$ cat src/rtl/evaluador_golpes_if.sv
// Bus between the note/lane generator, the drum buttons and the hit-judgement stage.
interface evaluador_golpes_if;
    logic        enable;
    logic [4:0]  boton;
    logic [9:0]  posL1;
    logic [9:0]  posL2;
    logic [9:0]  posL3;
    logic [9:0]  posL4;
    logic [9:0]  posL5;
    logic [4:0]  notaValida;
    logic [4:0]  consumir;
    logic [12:0] puntuacion;
    logic [2:0]  fallos;
    logic        perdio;

    modport master (
        output enable, boton, posL1, posL2, posL3, posL4, posL5, notaValida,
        input  consumir, puntuacion, fallos, perdio
    );

    modport slave (
        input  enable, boton, posL1, posL2, posL3, posL4, posL5, notaValida,
        output consumir, puntuacion, fallos, perdio
    );
endinterface

$ cat src/rtl/evaluador_golpes.sv
// Debounces the five drum buttons, judges presses against the strike band,
// and accumulates the saturating score, miss count and sticky lost flag.
module evaluador_golpes #(
    parameter int unsigned POS_BANDA    = 384,
    parameter int unsigned VENTANA      = 16,
    parameter int unsigned DEB_CICLOS   = 250000,
    parameter int unsigned PUNTOS_GOLPE = 10,
    parameter int unsigned MAX_FALLOS   = 5
) (
    input logic               clk,
    input logic               reset,
    evaluador_golpes_if.slave bus
);
    localparam int unsigned NLANES    = 5;
    localparam int unsigned CW        = $clog2(DEB_CICLOS + 1);
    localparam int unsigned SW        = 13;
    localparam int unsigned FW        = 3;
    localparam int unsigned SCORE_MAX = 8191;
    localparam logic signed [10:0] VEN_S = 11'(VENTANA);
    localparam logic signed [10:0] BANDA_S = 11'(POS_BANDA);

    typedef enum logic [1:0] {INACTIVO, JUGANDO, PERDIDO} estado_t;

    estado_t         estado_q, estado_d;
    logic [4:0]      sync1, sync2, deb, deb_q;
    logic [CW-1:0]   cnt [NLANES];
    logic [4:0]      press_c;
    logic [9:0]      pos [NLANES];
    logic [4:0]      hit_c, miss_c, cons_c;
    logic [2:0]      nhits_c, nmiss_c;
    logic [SW:0]     score_sum_c;
    logic [SW-1:0]   score_sat_c;
    logic [FW:0]     fallos_sum_c;
    logic [FW-1:0]   fallos_sat_c;
    logic [4:0]      cons_d;
    logic [SW-1:0]   score_d;
    logic [FW-1:0]   fallos_d;
    logic            perdio_d;

    // Synchroniser and per-lane debounce; runs regardless of game state
    always_ff @(posedge clk or negedge reset) begin
        if (!reset) begin
            sync1 <= '0;
            sync2 <= '0;
            deb   <= '0;
            deb_q <= '0;
            for (int i = 0; i < NLANES; i++) cnt[i] <= '0;
        end else begin
            sync1 <= bus.boton;
            sync2 <= sync1;
            deb_q <= deb;
            for (int i = 0; i < NLANES; i++) begin
                if (sync2[i] == deb[i]) begin
                    cnt[i] <= '0;
                end else if (cnt[i] == CW'(DEB_CICLOS - 1)) begin
                    cnt[i] <= '0;
                    deb[i] <= ~deb[i];
                end else begin
                    cnt[i] <= cnt[i] + CW'(1);
                end
            end
        end
    end

    assign press_c = deb & ~deb_q;

    always_comb begin
        pos[0] = bus.posL1;
        pos[1] = bus.posL2;
        pos[2] = bus.posL3;
        pos[3] = bus.posL4;
        pos[4] = bus.posL5;
    end

    // Parallel lane judgement; a lane consumed last cycle is masked this cycle
    always_comb begin
        logic signed [10:0] diff;
        logic               en_ventana, paso, libre;
        hit_c   = '0;
        miss_c  = '0;
        cons_c  = '0;
        nhits_c = '0;
        nmiss_c = '0;
        diff    = '0;
        for (int i = 0; i < NLANES; i++) begin
            diff       = $signed({1'b0, pos[i]}) - BANDA_S;
            en_ventana = bus.notaValida[i] && (diff >= -VEN_S) && (diff <= VEN_S);
            paso       = bus.notaValida[i] && (pos[i] > 10'(POS_BANDA + VENTANA));
            libre      = ~bus.consumir[i];
            hit_c[i]   = libre && press_c[i] && en_ventana;
            miss_c[i]  = libre && ((press_c[i] && !en_ventana) || paso);
            cons_c[i]  = hit_c[i] || (libre && paso);
            nhits_c    = nhits_c + 3'(hit_c[i]);
            nmiss_c    = nmiss_c + 3'(miss_c[i]);
        end
        score_sum_c  = {1'b0, bus.puntuacion} + (14'(nhits_c) * 14'(PUNTOS_GOLPE));
        score_sat_c  = (score_sum_c > 14'(SCORE_MAX)) ? SW'(SCORE_MAX) : score_sum_c[SW-1:0];
        fallos_sum_c = {1'b0, bus.fallos} + 4'(nmiss_c);
        fallos_sat_c = (fallos_sum_c > 4'(MAX_FALLOS)) ? FW'(MAX_FALLOS) : fallos_sum_c[FW-1:0];
    end

    always_ff @(posedge clk or negedge reset) begin
        if (!reset) begin
            estado_q       <= INACTIVO;
            bus.consumir   <= '0;
            bus.puntuacion <= '0;
            bus.fallos     <= '0;
            bus.perdio     <= 1'b0;
        end else begin
            estado_q       <= estado_d;
            bus.consumir   <= cons_d;
            bus.puntuacion <= score_d;
            bus.fallos     <= fallos_d;
            bus.perdio     <= perdio_d;
        end
    end

    // Next state; the loss check wins over an enable drop in the same cycle
    always_comb begin
        estado_d = estado_q;
        cons_d   = '0;
        score_d  = bus.puntuacion;
        fallos_d = bus.fallos;
        perdio_d = bus.perdio;
        case (estado_q)
            INACTIVO: begin
                if (bus.enable) estado_d = JUGANDO;
            end
            JUGANDO: begin
                cons_d   = cons_c;
                score_d  = score_sat_c;
                fallos_d = fallos_sat_c;
                if (fallos_sat_c == FW'(MAX_FALLOS)) begin
                    estado_d = PERDIDO;
                    perdio_d = 1'b1;
                end else if (!bus.enable) begin
                    estado_d = INACTIVO;
                end
            end
            PERDIDO: begin
                perdio_d = 1'b1;
            end
            default: estado_d = INACTIVO;
        endcase
    end
endmodule

$ cat src/flat_wrapper.sv
// flat-port wrapper written by rule: the top's interface ports become plain ports
module evaluador_golpes_flat 
#(
    parameter int unsigned POS_BANDA    = 384,
    parameter int unsigned VENTANA      = 16,
    parameter int unsigned DEB_CICLOS   = 250000,
    parameter int unsigned PUNTOS_GOLPE = 10,
    parameter int unsigned MAX_FALLOS   = 5
)
  (clk, reset, bus_enable, bus_boton, bus_posL1, bus_posL2, bus_posL3, bus_posL4, bus_posL5, bus_notaValida, bus_consumir, bus_puntuacion, bus_fallos, bus_perdio);
  evaluador_golpes_if bus_i ();
  input logic clk;
  input logic reset;
  input wire logic [$bits(bus_i.enable)-1:0] bus_enable;
  input wire logic [$bits(bus_i.boton)-1:0] bus_boton;
  input wire logic [$bits(bus_i.posL1)-1:0] bus_posL1;
  input wire logic [$bits(bus_i.posL2)-1:0] bus_posL2;
  input wire logic [$bits(bus_i.posL3)-1:0] bus_posL3;
  input wire logic [$bits(bus_i.posL4)-1:0] bus_posL4;
  input wire logic [$bits(bus_i.posL5)-1:0] bus_posL5;
  input wire logic [$bits(bus_i.notaValida)-1:0] bus_notaValida;
  output wire logic [$bits(bus_i.consumir)-1:0] bus_consumir;
  output wire logic [$bits(bus_i.puntuacion)-1:0] bus_puntuacion;
  output wire logic [$bits(bus_i.fallos)-1:0] bus_fallos;
  output wire logic [$bits(bus_i.perdio)-1:0] bus_perdio;
  assign bus_i.enable = bus_enable;
  assign bus_i.boton = bus_boton;
  assign bus_i.posL1 = bus_posL1;
  assign bus_i.posL2 = bus_posL2;
  assign bus_i.posL3 = bus_posL3;
  assign bus_i.posL4 = bus_posL4;
  assign bus_i.posL5 = bus_posL5;
  assign bus_i.notaValida = bus_notaValida;
  assign bus_consumir = bus_i.consumir;
  assign bus_puntuacion = bus_i.puntuacion;
  assign bus_fallos = bus_i.fallos;
  assign bus_perdio = bus_i.perdio;
  evaluador_golpes #(.POS_BANDA(POS_BANDA), .VENTANA(VENTANA), .DEB_CICLOS(DEB_CICLOS), .PUNTOS_GOLPE(PUNTOS_GOLPE), .MAX_FALLOS(MAX_FALLOS)) u_core (.clk(clk), .reset(reset), .bus(bus_i));
endmodule
$ cat config.mk
export PLATFORM = sky130hd
export DESIGN_NAME = evaluador_golpes_flat
export DESIGN_NICKNAME = d
export VERILOG_FILES = /design/src/rtl/evaluador_golpes_if.sv /design/src/rtl/evaluador_golpes.sv /design/src/flat_wrapper.sv
export SDC_FILE = /design/constraint.sdc
export NUM_CORES = 1
export LEC_CHECK = 0
export ABC_AREA = 1
export BUFFER_PORTS_ARGS = -buffer_cell sky130_fd_sc_hd__buf_2
export CAP_MARGIN = 20
export CORE_AREA = 4 4 186 188
export DETAILED_ROUTE_END_ITERATION = 8
export DIE_AREA = 0 0 190 192
export SYNTH_ARGS = -nofsm -noshare
export SYNTH_HDL_FRONTEND = slang
export SYNTH_SLANG_ARGS = --single-unit
$ cat constraint.sdc
create_clock -name clk -period 4.7 [get_ports clk]
set_input_delay 0.235 -clock clk [delete_from_list [all_inputs] [get_ports clk]]
set_output_delay 0.235 -clock clk [all_outputs]
set_load 0.01 [all_outputs]
======== Yosys cells after proc, flatten, opt, wreduce, memory -nomap -nowiden ========
Index checks and enable logic that the tools add are counted.
operators by class
  add/subtract/negate cells ............... 20
  multipliers ............................. 1
  divide/modulo/power cells ............... 0
  order comparisons ....................... 17
  equal/unequal tests ..................... 16
  shifts and indexed selects .............. 0
  multiplexer cells ....................... 19
  bitwise gates (word level) .............. 18
  reductions and logical operators ........ 64
operator list
  cell                   count
  $mux 18                10
  $add 18x1->18 const B  5
  $eq 18x18->1 const B   5
  $ge 11x5->1 const B    5
  $le 11x6->1 const B    5
  $sub 10x9->11 const B  5
  $gt 10x9->1 const B    5
  $logic_and 1x1->1      40
  $add 3x1->3            6
  $not 1->1              16
  $add 13x7->14          1
  $gt 14x13->1 const B   1
  $mux 13                1
  $reduce_and 2->1       6
  $logic_or 1x1->1       10
  $mul 3x3->6 const B    1
  $mux 2                 3
  $pmux 2 s3             1
  $and 5x5->5            1
  $eq 1x1->1             5
  $logic_not 1->1        5
  $mux 5                 1
  $not 5->5              1
  $add 1x1->2            2
  14 further kinds       14
word-level totals
  register bits after elaboration ......... 134
  latch bits .............................. 0
  memory bits (writable) .................. 0
  ROM bits ................................ 0
  input bits .............................. 63
  memories kept ........................... 0

======== Depth between registers and ports, before layout ========
Gate-level depths: netlist of run 1.
  depth after elaboration ................. 18
  gate-level depth with buffers ........... 28
  gate-level depth less buffers ........... 28

======== Least setup slack after synthesis of run 1 ========
Ideal clock, no wire load.
  path kind ............................... in2reg
  start point ............................. input port bus_posL1[7]
  end point ............................... register u_core.bus.puntuacion[11]
  library setup time ...................... 69 ps
  arrival time ............................ 4,020 ps
  slack ................................... 611 ps
  stages .................................. 25
  buffers on the path ..................... 1
  cell sequence ........................... inv_1 > ha_1 > nor2_1 > nand3_1 > nand2_1 > nand2_1 > nand2_1 > nand4_1 > inv_1 > ha_1 > fa_1 > ha_1 > inv_1 > fa_1 > inv_1 > ha_1 > ha_1 > ha_1 > nand2_1 > nor3_1 > nand2_1 > o21ai_0 > nand2_1 > buf_2 > nand3_1
on the way
  word-level cells in the longest chain between the ends .. 13
  elaborated cells on any way between the ends .. 14
  those cells by class .................... 6 x add/sub; 1 x mul; 3 x order compare; 1 x mux; 3 x reduce/logical
ends and longest elaborated chain
  item                        RTL line                   source
  start: declaration          flat_wrapper.sv:16         input wire logic [$bits(bus_i.posL1)-1:0] bus_posL1;
  $sub 10x9->11 *             evaluador_golpes.sv:86     diff = $signed({1'b0, pos[i]}) - BANDA_S;
  $ge 11x5->1                 evaluador_golpes.sv:87     en_ventana = bus.notaValida[i] && (diff >= -VEN_S) && (diff <= VEN_S);
  $logic_and 1x1->1           evaluador_golpes.sv:87
  $logic_and 1x1->1 *         evaluador_golpes.sv:87
  $logic_and 1x1->1 *         evaluador_golpes.sv:90     hit_c[i] = libre && press_c[i] && en_ventana;
  $add 1x1->2 *               evaluador_golpes.sv:93     nhits_c = nhits_c + 3'(hit_c[i]);
  $add 3x1->3 * (3 in a row)  evaluador_golpes.sv:93
  $mul 3x3->6 *               evaluador_golpes.sv:96     score_sum_c = {1'b0, bus.puntuacion} + (14'(nhits_c) * 14'(PUNTOS_GOLPE));
  $add 13x7->14 *             evaluador_golpes.sv:96
  $gt 14x13->1                evaluador_golpes.sv:97     score_sat_c = (score_sum_c > 14'(SCORE_MAX)) ? SW'(SCORE_MAX) : score_sum_c[SW-1:0];
  $mux 13 *                   evaluador_golpes.sv:97
  end signal: assignment      evaluador_golpes.sv:112    bus.puntuacion <= score_d;
  end: declaration            evaluador_golpes_if.sv:23  output consumir, puntuacion, fallos, perdio
Mark *: on every way between the ends. The rest lies on a longest branch, timed or not.
A chain may end at the register's enable or synchronous reset.

======== Worst setup path after layout of run 1 ========
  start point ............................. input port bus_posL1[7]
  end point ............................... register u_core.bus.puntuacion[3]
The elaborated chain is that of the path after synthesis.

==> flow_summary_export.csv, run 1 <==
group,metric,value,unit
cts,hold_buffers,6,
sta,tightest_slew,0.908,ns
drt,num_vias,6935,
sta,totalNegativeSetupSlack,0,ns
placed_design,numPortBuffers,84,
worst_setup_path,critPathMaxFanout,7,
drt,wl,18000,um
worst_setup_path,path_class,"input port to flip-flop",
logic_synthesis,yosysSeqAreaShare,41.2,%
placed_design,gp_congestion,0.858,
sta,slew_headroom,39.5,%
cts,cts.clk_slew.worst_paths,0.07,ns
cts,cts_sinks,134,
logic_synthesis,synthCells,1078,
worst_setup_path,start_kind,"input port",
global_route,track_usage,10.1,%
die,core_area,33100,sq um
global_route,grt_start_max_net_pins,96,
worst_hold_path,hold_end,"u_core.estado_q[0]",
die,io_pins,85,
sta,setup_viol,0,
worst_setup_path,path_delay_family,"adder cells",
status,status,"finished, final reports clean",
logic_synthesis,ys_warn_count,0,
cells_and_area,drive_gt1_share,12.2,%
drt,wl_per_cell,10.9,um
cts,clk_latency,0.41,ns
cells_and_area,instances_no_fill,1648,
logic_synthesis,synth_top_area_share,41.2,%
placed_design,dp_cells,1610,
logic_synthesis,ys_types,39,
worst_setup_path,cp_num_buf_inv,6,
worst_setup_path,reg2reg_from,"u_core.deb[0]",
worst_hold_path,holdCritPathClass,"input port to flip-flop",
cts,cts_buffer_depth,2,
cells_and_area,nets,1293,
power,p_leak,4.66,nW
cts,cts_root_buf,"clkbuf_16",
worst_setup_path,worst_ep_arrival_time,4.44,ns
worst_hold_path,min_path_cells,3,
global_route,grt_pass1_wl,31000,um
sta,timing.final.hold_violations,0,
global_route,first_global_vias,6841,
sta,rsz0062_at_grt,"false",
cts,cts_tree,"built",
sta,finClkSkew,0.0134,ns
logic_synthesis,syn_area_per_cell,7.55,sq um
cells_and_area,syn_to_final_growth,20.4,%
die,rows,67,
worst_setup_path,rr_endpoint,"u_core.bus.puntuacion[3]",
worst_setup_path,reg2reg_depth,20,
drt,route.detailed.drc,0,
drt,first_iter_violations,291,
power,power_density,281,nW/um^2
die,dieArea,36500,sq um
logic_synthesis,yosysTopAreaCell,"dfrtp_1",
worst_setup_path,required,5.03,ns
cts,htree_levels,4,
sta,hold_slack,0.0690,ns
cells_and_area,final_cell_mix,"nand2_1, inv_1, nor2_1",
logic_synthesis,ys_ff_latch,134,
global_route,antenna_found_initial,0,
power,peakVddDrop,0.212,mV
cells_and_area,layout_commonest_cell,"nand2_1",
worst_setup_path,cpMaxStageDelayCell,"fa_1",
drt,drtAntennaViolNets,0,
die,die_w,190,um
placed_design,place_hpwl,13800,um
die,die_y,192,um
worst_setup_path,max_stage_delay,0.55,ns
sta,fmax,0.243,GHz
die,start_util,24.6,%
worst_setup_path,end_kind,"flip-flop",
logic_synthesis,netlist_area,8140,sq um
worst_setup_path,regToRegSetupSlack,0.60,ns
global_route,grt_overflow_total,0,
drt,viasPerCell,4.21,
sta,period_needed,4.11,ns
sta,finalMaxSlewViolations,0,
logic_synthesis,synthTopCellsByArea,"dfrtp_1, nand2_1, inv_1, nor2_1, ha_1",
cts,cts_resized,0,
cts,cts_setup_buffers,0,
drt,dr.pass1.iters,5,
logic_synthesis,syn_nets,1184,
worst_hold_path,hold_start,"bus_enable",
flow_run,drv_cap,0,
sta,final.period_utilization,87.5,%
cts,cts-buffers-inserted,17,
cells_and_area,n_antenna_cell,0,
[flip-flops by register name, summed over array words and instances, names as in the netlist]
| register | flops |
|---|---|
| u_core.bus.perdio | 1 |
| u_core.bus.fallos | 3 |
| u_core.bus.puntuacion | 13 |
| u_core.sync2 | 5 |
| u_core.sync1 | 5 |
| u_core.cnt | 90 |
| u_core.deb | 5 |
| u_core.bus.consumir | 5 |
| u_core.estado_q | 2 |
| u_core.deb_q | 5 |
[worst reg2reg max path, stage by stage (launching register included)]
cell	delay [ns]
dfrtp_1	0.38
inv_1	0.08
nor3_1	0.19
nand4_1	0.17
inv_1	0.09
ha_1	0.23
fa_1	0.49
ha_1	0.15
inv_1	0.05
fa_1	0.55
inv_1	0.07
ha_1	0.19
ha_1	0.27
ha_1	0.37
nand2_1	0.07
nor3_1	0.19
nand2_1	0.06
o21ai_0	0.07
nand2_1	0.10
buf_4	0.17
o211ai_1	0.08
[synthesized netlist by cell type (all sizes together)]
cell type	number
a21boi	4
a21o	2
a21oi	38
a22oi	1
a311oi	1
a31oi	2
and2	2
and3	5
buf	4
clkbuf	1
dfrtp	134
fa	6
ha	37
inv	184
nand2	233
nand3	78
nand3b	4
nand4	22
nor2	164
nor3	59
nor3b	16
nor4	2
o211ai	3
o21a	1
o21ai	27
o22ai	1
or2	2
xnor2	7
xor2	38
[layout make-up]
class | instances | area [sq um]
timing repair buffer | 95 | 524
tap | 448 | 561
sequential | 134 | 3350
fill | 3530 | 23300
multi-input combinational | 755 | 4070
clock buffer | 18 | 429
inverter | 184 | 691
clock inverter | 14 | 173
[kinds of logic (layout without fill, tap and decap cells)]
kind of cell / after synthesis / in the layout / synth area share, %
adders and majority gates: 43 / 43 / 7.17
xor gates and xnor gates: 45 / 45 / 4.84
AOI/OAI and AO/OA: 80 / 80 / 5.54
buffers and inverters: 189 / 311 / 8.78
DFF: 134 / 134 / 41.2
and+or+nand+nor: 587 / 587 / 32.5
[how the worst max path moves through the flow]
stage,cells past startpoint,end,slack (ns),startpoint
after floorplan,25,u_core.bus.puntuacion[11],0.61,bus_posL1[7]
after global placement,26,u_core.bus.puntuacion[3],0.25,bus_posL1[7]
after detailed placement,26,u_core.bus.puntuacion[10],0.13,bus_posL1[7]
after CTS,20,u_core.bus.puntuacion[10],0.55,u_core.deb[0]
after global routing,20,u_core.bus.puntuacion[10],0.13,u_core.deb[0]
final,26,u_core.bus.puntuacion[3],0.59,bus_posL1[7]
[metrics by stage]
stage	cell area [sq um]	total power, mW	worst slack (ns)	util (%)
after floorplan	8140	1.31	0.611	-
after global placement	9140	1.40	0.245	27.6
after detailed placement	9140	1.41	0.128	27.6
after CTS	9800	2.80	0.553	29.6
after global routing	9800	2.89	0.126	29.6
final	9800	2.76	0.589	29.6
[routing by layer]
| layer | vias up | wire, um | global-route usage, % |
|---|---|---|---|
| met3 | 14 | 593 | 2.14 |
| li1 | 3632 | - | - |
| met4 | 0 | 229 | 2.48 |
| met5 | - | 0 | 0 |
| met2 | 89 | 8420 | 17.4 |
| met1 | 3200 | 8800 | 13.0 |
[report_power, final]
part | leakage, nW | switching (mW) | internal [mW]
clock | 0.297 | 0.528 | 0.842
sequential | 1.78 | 0.00962 | 1.17
combinational | 2.58 | 0.130 | 0.0781
(Power assumes the default switching activity.)
==> run 2, diff against run 1 <==
--- a/config.mk
+++ b/config.mk
@@ -5,12 +5,11 @@
 export SDC_FILE = /design/constraint.sdc
 export NUM_CORES = 1
 export LEC_CHECK = 0
-export ABC_AREA = 1
 export BUFFER_PORTS_ARGS = -buffer_cell sky130_fd_sc_hd__buf_2
 export CAP_MARGIN = 20
-export CORE_AREA = 4 4 186 188
+export CORE_AREA = 4 4 177 179
 export DETAILED_ROUTE_END_ITERATION = 8
-export DIE_AREA = 0 0 190 192
+export DIE_AREA = 0 0 181 183
 export SYNTH_ARGS = -nofsm -noshare
 export SYNTH_HDL_FRONTEND = slang
 export SYNTH_SLANG_ARGS = --single-unit
==> constraint.sdc (replaced) <==
create_clock -name clk -period 4.77 [get_ports clk]
set_input_delay 0.2385 -clock clk [delete_from_list [all_inputs] [get_ports clk]]
set_output_delay 0.2385 -clock clk [all_outputs]
set_load 0.01 [all_outputs]
==> flow_summary_export.csv, run 2 <==
group,metric,value,unit
cells_and_area,regMostFlops,"u_core.cnt",
logic_synthesis,yosysSeqAreaShare,45.6,%
cts,cts.clk_slew.worst_paths,0.06,ns
cells_and_area,multi_input_area,3930,sq um
cells_and_area,n_antenna_cell,0,
logic_synthesis,ys.flop_type,"dfrtp_1",
sta,setup_viol,0,
drt,route.detailed.drc,0,
placed_design,place_hpwl,11500,um
die,dieArea,33100,sq um
worst_setup_path,worst_ep_arrival_time,4.97,ns
logic_synthesis,ys_types,54,
cts,cts_root_buf,"clkbuf_16",
sta,finClkSkew,0.00947,ns
worst_setup_path,end_kind,"flip-flop",
cts,cts_sinks,134,
worst_setup_path,critPathMaxFanout,5,
cells_and_area,nets,1002,
cells_and_area,largest_reg_flops,90,
cells_and_area,seqCellArea,3350,sq um
drt,first_iter_violations,287,
cells_and_area,syn_to_final_growth,26.3,%
die,core_area,29600,sq um
logic_synthesis,ys_ff_latch,134,
flow_run,drv_cap,0,
placed_design,placedInstanceArea,8510,sq um
logic_synthesis,synthCells,764,
cells_and_area,instances_no_fill,1299,
cells_and_area,top_regs,"u_core.cnt x90, u_core.bus.puntuacion x13",
logic_synthesis,syn_area_per_cell,9.62,sq um
worst_setup_path,path_cells,"buf_2, or4_4, nor4b_4, o21ai_2, or4_4, inv_4, ha_4, fa_1, ha_1, inv_1, fa_2, inv_1, ha_2, ha_4, ha_4, o21a_1, o21ai_2, a22oi_2, nand4_1, mux2_2",
sta,totalNegativeSetupSlack,0,ns
drt,num_vias,5681,
placed_design,gp_congestion,0.864,
global_route,grt_pass1_wl,27400,um
cts,cts_tree,"built",
drt,dr.pass1.iters,4,
cells_and_area,drive_gt1_share,22.2,%
die,die_y,183,um
worst_setup_path,cp_common_cell,"ha_4",
sta,timing.final.hold_violations,0,
drt,drtAntennaViolNets,0,
drt,wl,16000,um
die,start_util,24.9,%
die,rows,63,
sta,fmax,0.214,GHz
cells_and_area,final_cell_mix,"dfrtp_1, nor2_1, buf_2",
global_route,first_global_vias,5750,
global_route,grt_overflow_total,0,
sta,finalMaxSlewViolations,0,
cells_and_area,post-route-cell-area,9290,sq um
logic_synthesis,syn_nets,870,
worst_setup_path,required,5.07,ns
global_route,track_usage,9.93,%
cts,cts_buffer_depth,2,
sta,tightest_slew,0.904,ns
worst_setup_path,path_class,"input port to flip-flop",
worst_setup_path,max_stage_delay,0.59,ns
die,io_pins,85,
logic_synthesis,synth_top_cells_by_count,"dfrtp_1, nor2_1, nand2_1",
sta,final.period_utilization,97.8,%
worst_hold_path,holdCritPathClass,"input port to flip-flop",
logic_synthesis,netlist_area,7350,sq um
logic_synthesis,ys_warn_count,0,
logic_synthesis,synthTopCellsByArea,"dfrtp_1, ha_1, nor2_1, xor2_1, xnor2_1",
cells_and_area,layout_commonest_cell,"dfrtp_1",
cts,htree_levels,4,
worst_setup_path,path_delay_family,"adder cells",
global_route,antenna_found_initial,1,
logic_synthesis,synth-async-reset-ratio,100,%
logic_synthesis,yosysTopAreaCell,"dfrtp_1",
worst_setup_path,cp_num_buf_inv,4,
placed_design,numPortBuffers,84,
cts,clk_latency,0.42,ns
sta,rsz0062_at_grt,"true",
status,status,"finished, final reports clean",
logic_synthesis,yosys.cell_count.top_type,"dfrtp_1",
cells_and_area,utilization,31.4,%
drt,viasPerCell,4.37,
cells_and_area,fillers,3069,
power,peakVddDrop,0.201,mV
logic_synthesis,synth_edf_count,0,
die,die_w,181,um
sta,period_needed,4.66,ns
power,p_leak,4.13,nW
placed_design,dp_cells,1257,
cts,cts-buffers-inserted,17,
logic_synthesis,synth_top_area_share,45.6,%
drt,wl_per_cell,12.3,um
power,power_density,340,nW/um^2
sta,hold_slack,0.0553,ns
worst_setup_path,cpMaxStageDelayCell,"or4_4",
global_route,grt_start_max_net_pins,94,
sta,slew_headroom,39.7,%
worst_setup_path,start_kind,"input port",
[run 2: changes by cell type in the layout (fill, tap and decap cells not counted), moves of 13 or more]
cell	change
nor4_1	+14
xnor2_1	+34
nand3_1	-34
inv_1	-141
a21oi_1	-22
buf_4	+31
nand2_1	-173
nor2_1	-33
xor2_1	+13
o21ai_0	-14
nor3_1	-39
[run 2: cells by family after synthesis]
family	after synthesis	share of synthesized area, %
xor+xnor	92	11.0
fa+ha+maj	43	7.93
mux	10	1.53
compound gates	74	6.81
buf+inv	56	2.96
flops	134	45.6
simple gates	355	24.2
[run 2: layout make-up]
type,count,area share [%]
repair buffers,126,8.15
clock buffers,20,4.81
multi-input cells,574,42.3
well taps,390,5.25
inverters,43,1.76
flip-flops and latches,134,36.1
clock inverters,12,1.66
[run 2: power by group]
group / switching, mW / internal, mW / leakage, nW
Clock: 0.502 / 0.835 / 0.286
Sequential: 0.0598 / 1.20 / 1.81
Combinational: 0.314 / 0.251 / 2.03
[run 2: worst paths after layout]
path | start | to | slack (ns) | depth (start not counted)
max | bus_posL2[3] | u_core.bus.puntuacion[12] | 0.11 | 20
min | bus_enable | u_core.estado_q[0] | 0.06 | 3
max reg2reg | u_core.bus.consumir[1] | u_core.bus.puntuacion[12] | 0.12 | 17
min reg2reg | u_core.sync1[1] | u_core.sync2[1] | 0.35 | 0
max in group asynchronous | reset | u_core.cnt[64] | 3.18 | 3
min in group asynchronous | reset | u_core.cnt[72] | 0.47 | 2
[run 2: repair_timing]
| item | in CTS | in global routing |
|---|---|---|
| setup endpoints to repair | 0 | 6 |
| hold buffers | 6 | 0 |
| hold endpoints to repair | 97 | 0 |
| resized for setup | 0 | 14 |
| setup buffers | 0 | 4 |
[run 2: worst register-to-register path: stages (launching register included)]
cell	delay [ns]
dfrtp_1	0.40
or3b_2	0.47
or4_4	0.57
inv_4	0.08
ha_4	0.20
fa_1	0.48
ha_1	0.14
inv_1	0.05
fa_2	0.52
inv_1	0.05
ha_2	0.19
ha_4	0.22
ha_4	0.29
o21a_1	0.13
o21ai_2	0.07
a22oi_2	0.25
nand4_1	0.13
mux2_2	0.28
[run 2: routing by layer]
| layer | GRT usage [%] | part of all wire (%) | vias to the layer above |
|---|---|---|---|
| li1 | - | - | 2900 |
| met1 | 12.8 | 48 | 2671 |
| met2 | 16.3 | 47 | 86 |
| met3 | 2.52 | 3.2 | 22 |
| met4 | 3.66 | 2.2 | 2 |
| met5 | 0 | 0.081 | - |
[run 2: through the flow]
stage / worst slack (ns) / power, mW
finish: 0.105 / 3.16
global route: -0.0497 / 3.34
CTS: 0.00932 / 3.19
detailed placement: -0.437 / 1.84
global placement: -0.348 / 1.82
floorplan: -0.0604 / 1.57
==> run 3, diff against run 2 <==
--- a/config.mk
+++ b/config.mk
@@ -5,11 +5,13 @@
 export SDC_FILE = /design/constraint.sdc
 export NUM_CORES = 1
 export LEC_CHECK = 0
+export ABC_AREA = 1
 export BUFFER_PORTS_ARGS = -buffer_cell sky130_fd_sc_hd__buf_2
 export CAP_MARGIN = 20
-export CORE_AREA = 4 4 177 179
+export CORE_AREA = 4 4 133 135
 export DETAILED_ROUTE_END_ITERATION = 8
-export DIE_AREA = 0 0 181 183
+export DIE_AREA = 0 0 137 139
+export PLACE_DENSITY = 0.69
 export SYNTH_ARGS = -nofsm -noshare
 export SYNTH_HDL_FRONTEND = slang
 export SYNTH_SLANG_ARGS = --single-unit
==> constraint.sdc (replaced) <==
create_clock -name clk -period 4.77 [get_ports clk]
set_input_delay 0.477 -clock clk [delete_from_list [all_inputs] [get_ports clk]]
set_output_delay 0.477 -clock clk [all_outputs]
set_load 0.01 [all_outputs]
==> flow_summary_export.csv, run 3 (synthesis results as in run 1) <==
group,metric,value,unit
status,status,"finished, final reports clean",
flow_run,drv_cap,0,
drt,viasPerCell,5.03,
cells_and_area,n_antenna_cell,0,
cells_and_area,drive_gt1_share,12.3,%
sta,finalMaxSlewViolations,0,
drt,num_vias,7096,
cts,hold_buffers,0,
cts,cts_buffer_depth,2,
cts,cts_sinks,134,
cells_and_area,regMostFlops,"u_core.cnt",
cells_and_area,seqCellArea,3350,sq um
die,die_w,137,um
sta,tightest_slew,0.890,ns
cts,cts.clk_slew.worst_paths,0.06,ns
cells_and_area,syn_to_final_growth,17.2,%
drt,dr.pass1.iters,5,
power,power,2.88,mW
worst_setup_path,required,5.10,ns
worst_setup_path,max_stage_delay,0.55,ns
cts,cts_root_buf,"clkbuf_16",
drt,first_iter_violations,459,
die,die_y,139,um
sta,finClkSkew,0.00974,ns
worst_setup_path,path_class,"input port to flip-flop",
drt,wl,18000,um
global_route,grt_pass1_wl,30400,um
worst_setup_path,start_kind,"input port",
global_route,antenna_found_initial,0,
die,start_util,49.4,%
worst_setup_path,worst_ep_arrival_time,4.78,ns
cts,htree_levels,4,
worst_setup_path,reg2reg_from,"u_core.bus.consumir[1]",
worst_setup_path,regToRegSetupSlack,0.42,ns
worst_setup_path,reg2reg_depth,18,
worst_setup_path,end_kind,"flip-flop",
cells_and_area,top_regs,"u_core.cnt x90, u_core.bus.puntuacion x13",
worst_setup_path,rr_endpoint,"u_core.bus.puntuacion[4]",
cells_and_area,final_cell_mix,"nand2_1, inv_1, nor2_1",
die,io_pins,85,
placed_design,place_ws,-0.123,ns
global_route,track_usage,19.5,%
drt,drtAntennaViolNets,0,
cells_and_area,multi_input_area,4080,sq um
worst_setup_path,critPathMaxFanout,13,
die,dieArea,19000,sq um
drt,wl_per_cell,12.7,um
sta,period_needed,4.45,ns
cells_and_area,nets,1285,
placed_design,placedInstanceArea,8840,sq um
cts,cts-buffers-inserted,17,
sta,final.period_utilization,93.4,%
cts,cts_tree,"built",
placed_design,gp_congestion,0.904,
sta,slew_headroom,40.7,%
global_route,grt_overflow_total,0,
global_route,first_global_vias,6546,
sta,timing.final.hold_violations,0,
sta,totalNegativeSetupSlack,0,ns
cts,clk_latency,0.42,ns
power,peakVddDrop,0.279,mV
cells_and_area,post-route-cell-area,9530,sq um
die,core_area,16500,sq um
power,p_leak,4.65,nW
sta,fmax,0.225,GHz
drt,route.detailed.drc,0,
cells_and_area,layout_commonest_cell,"nand2_1",
worst_hold_path,holdCritPathClass,"input port to async pin",
power,power_density,302,nW/um^2
global_route,grt_start_max_net_pins,97,
cells_and_area,fillers,1509,
worst_setup_path,cpMaxStageDelayCell,"fa_1",
die,rows,47,
cells_and_area,largest_reg_flops,90,
sta,setup_viol,0,
sta,fin_ws,0.317,ns
placed_design,numPortBuffers,84,
placed_design,place_hpwl,13500,um
-- run 3: changes by cell type in the layout (fill, tap and decap cells not counted), moves of 22 or more --
cell	delta
nor3_1	+38
a21oi_1	+22
buf_4	-33
xnor2_1	-34
nor2_1	+33
inv_1	+141
nand2_1	+172
nand3_1	+34
-- run 3: power breakdown --
part | internal [mW] | switching (mW) | total [mW]
combinational | 0.0727 | 0.128 | 0.201
clock | 1.02 | 0.502 | 1.52
sequential | 1.15 | 0.00868 | 1.16
total | 2.24 | 0.638 | 2.88
-- run 3: timing repair --
action / CTS / global route
setup endpoints to repair: 0 / 13
hold endpoints to repair: 0 / 0
gates resized for setup: 0 / 2
buffers inserted: 0 / 0
-- run 3: layout make-up --
type / instances / share of cell area [%]
sequential: 134 / 35.2
clock inverter: 12 / 2.34
inverter: 184 / 7.24
timing repair buffer: 87 / 4.71
multi-input combinational: 755 / 42.8
clock buffer: 20 / 4.90
tap: 220 / 2.89
-- run 3: worst max-delay path by stage --
stage / startpoint / endpoint / slack [ns]
detailed placement: bus_posL2[7] / u_core.bus.puntuacion[4] / -0.12
global placement: bus_posL2[7] / u_core.bus.puntuacion[4] / -0.01
floorplan: bus_posL1[7] / u_core.bus.puntuacion[11] / 0.44
finish: bus_posL2[7] / u_core.bus.puntuacion[4] / 0.32
CTS: bus_posL2[7] / u_core.bus.puntuacion[4] / 0.23
global route: bus_posL2[7] / u_core.bus.puntuacion[4] / -0.009
-- run 3: metrics by stage --
stage               cells  utilization (%)  hold slack (ns)
floorplan            1078                -            0.181
global placement     1380             53.7            0.333
detailed placement   1380             53.7            0.336
CTS                  1412             57.9            0.145
global route         1412             57.9            0.151
finish               1412             57.9            0.128
-- run 3: critical path: cells and delay by family --
kind | cells | cell delay [ns]
AO/OA/AOI/OAI | 2 | 0.23
adder cells (fa/ha/maj) | 8 | 2.57
buffers and inverters | 5 | 0.40
AND/OR/NAND/NOR | 11 | 1.10
-- run 3: per-layer routing --
layer | GRT usage, % | vias up | routed length [um]
met4 | 6.41 | 0 | 222
met5 | 0 | - | 0
met1 | 27.3 | 3304 | 8610
met3 | 3.63 | 16 | 772
li1 | - | 3622 | -
met2 | 30.5 | 154 | 8360
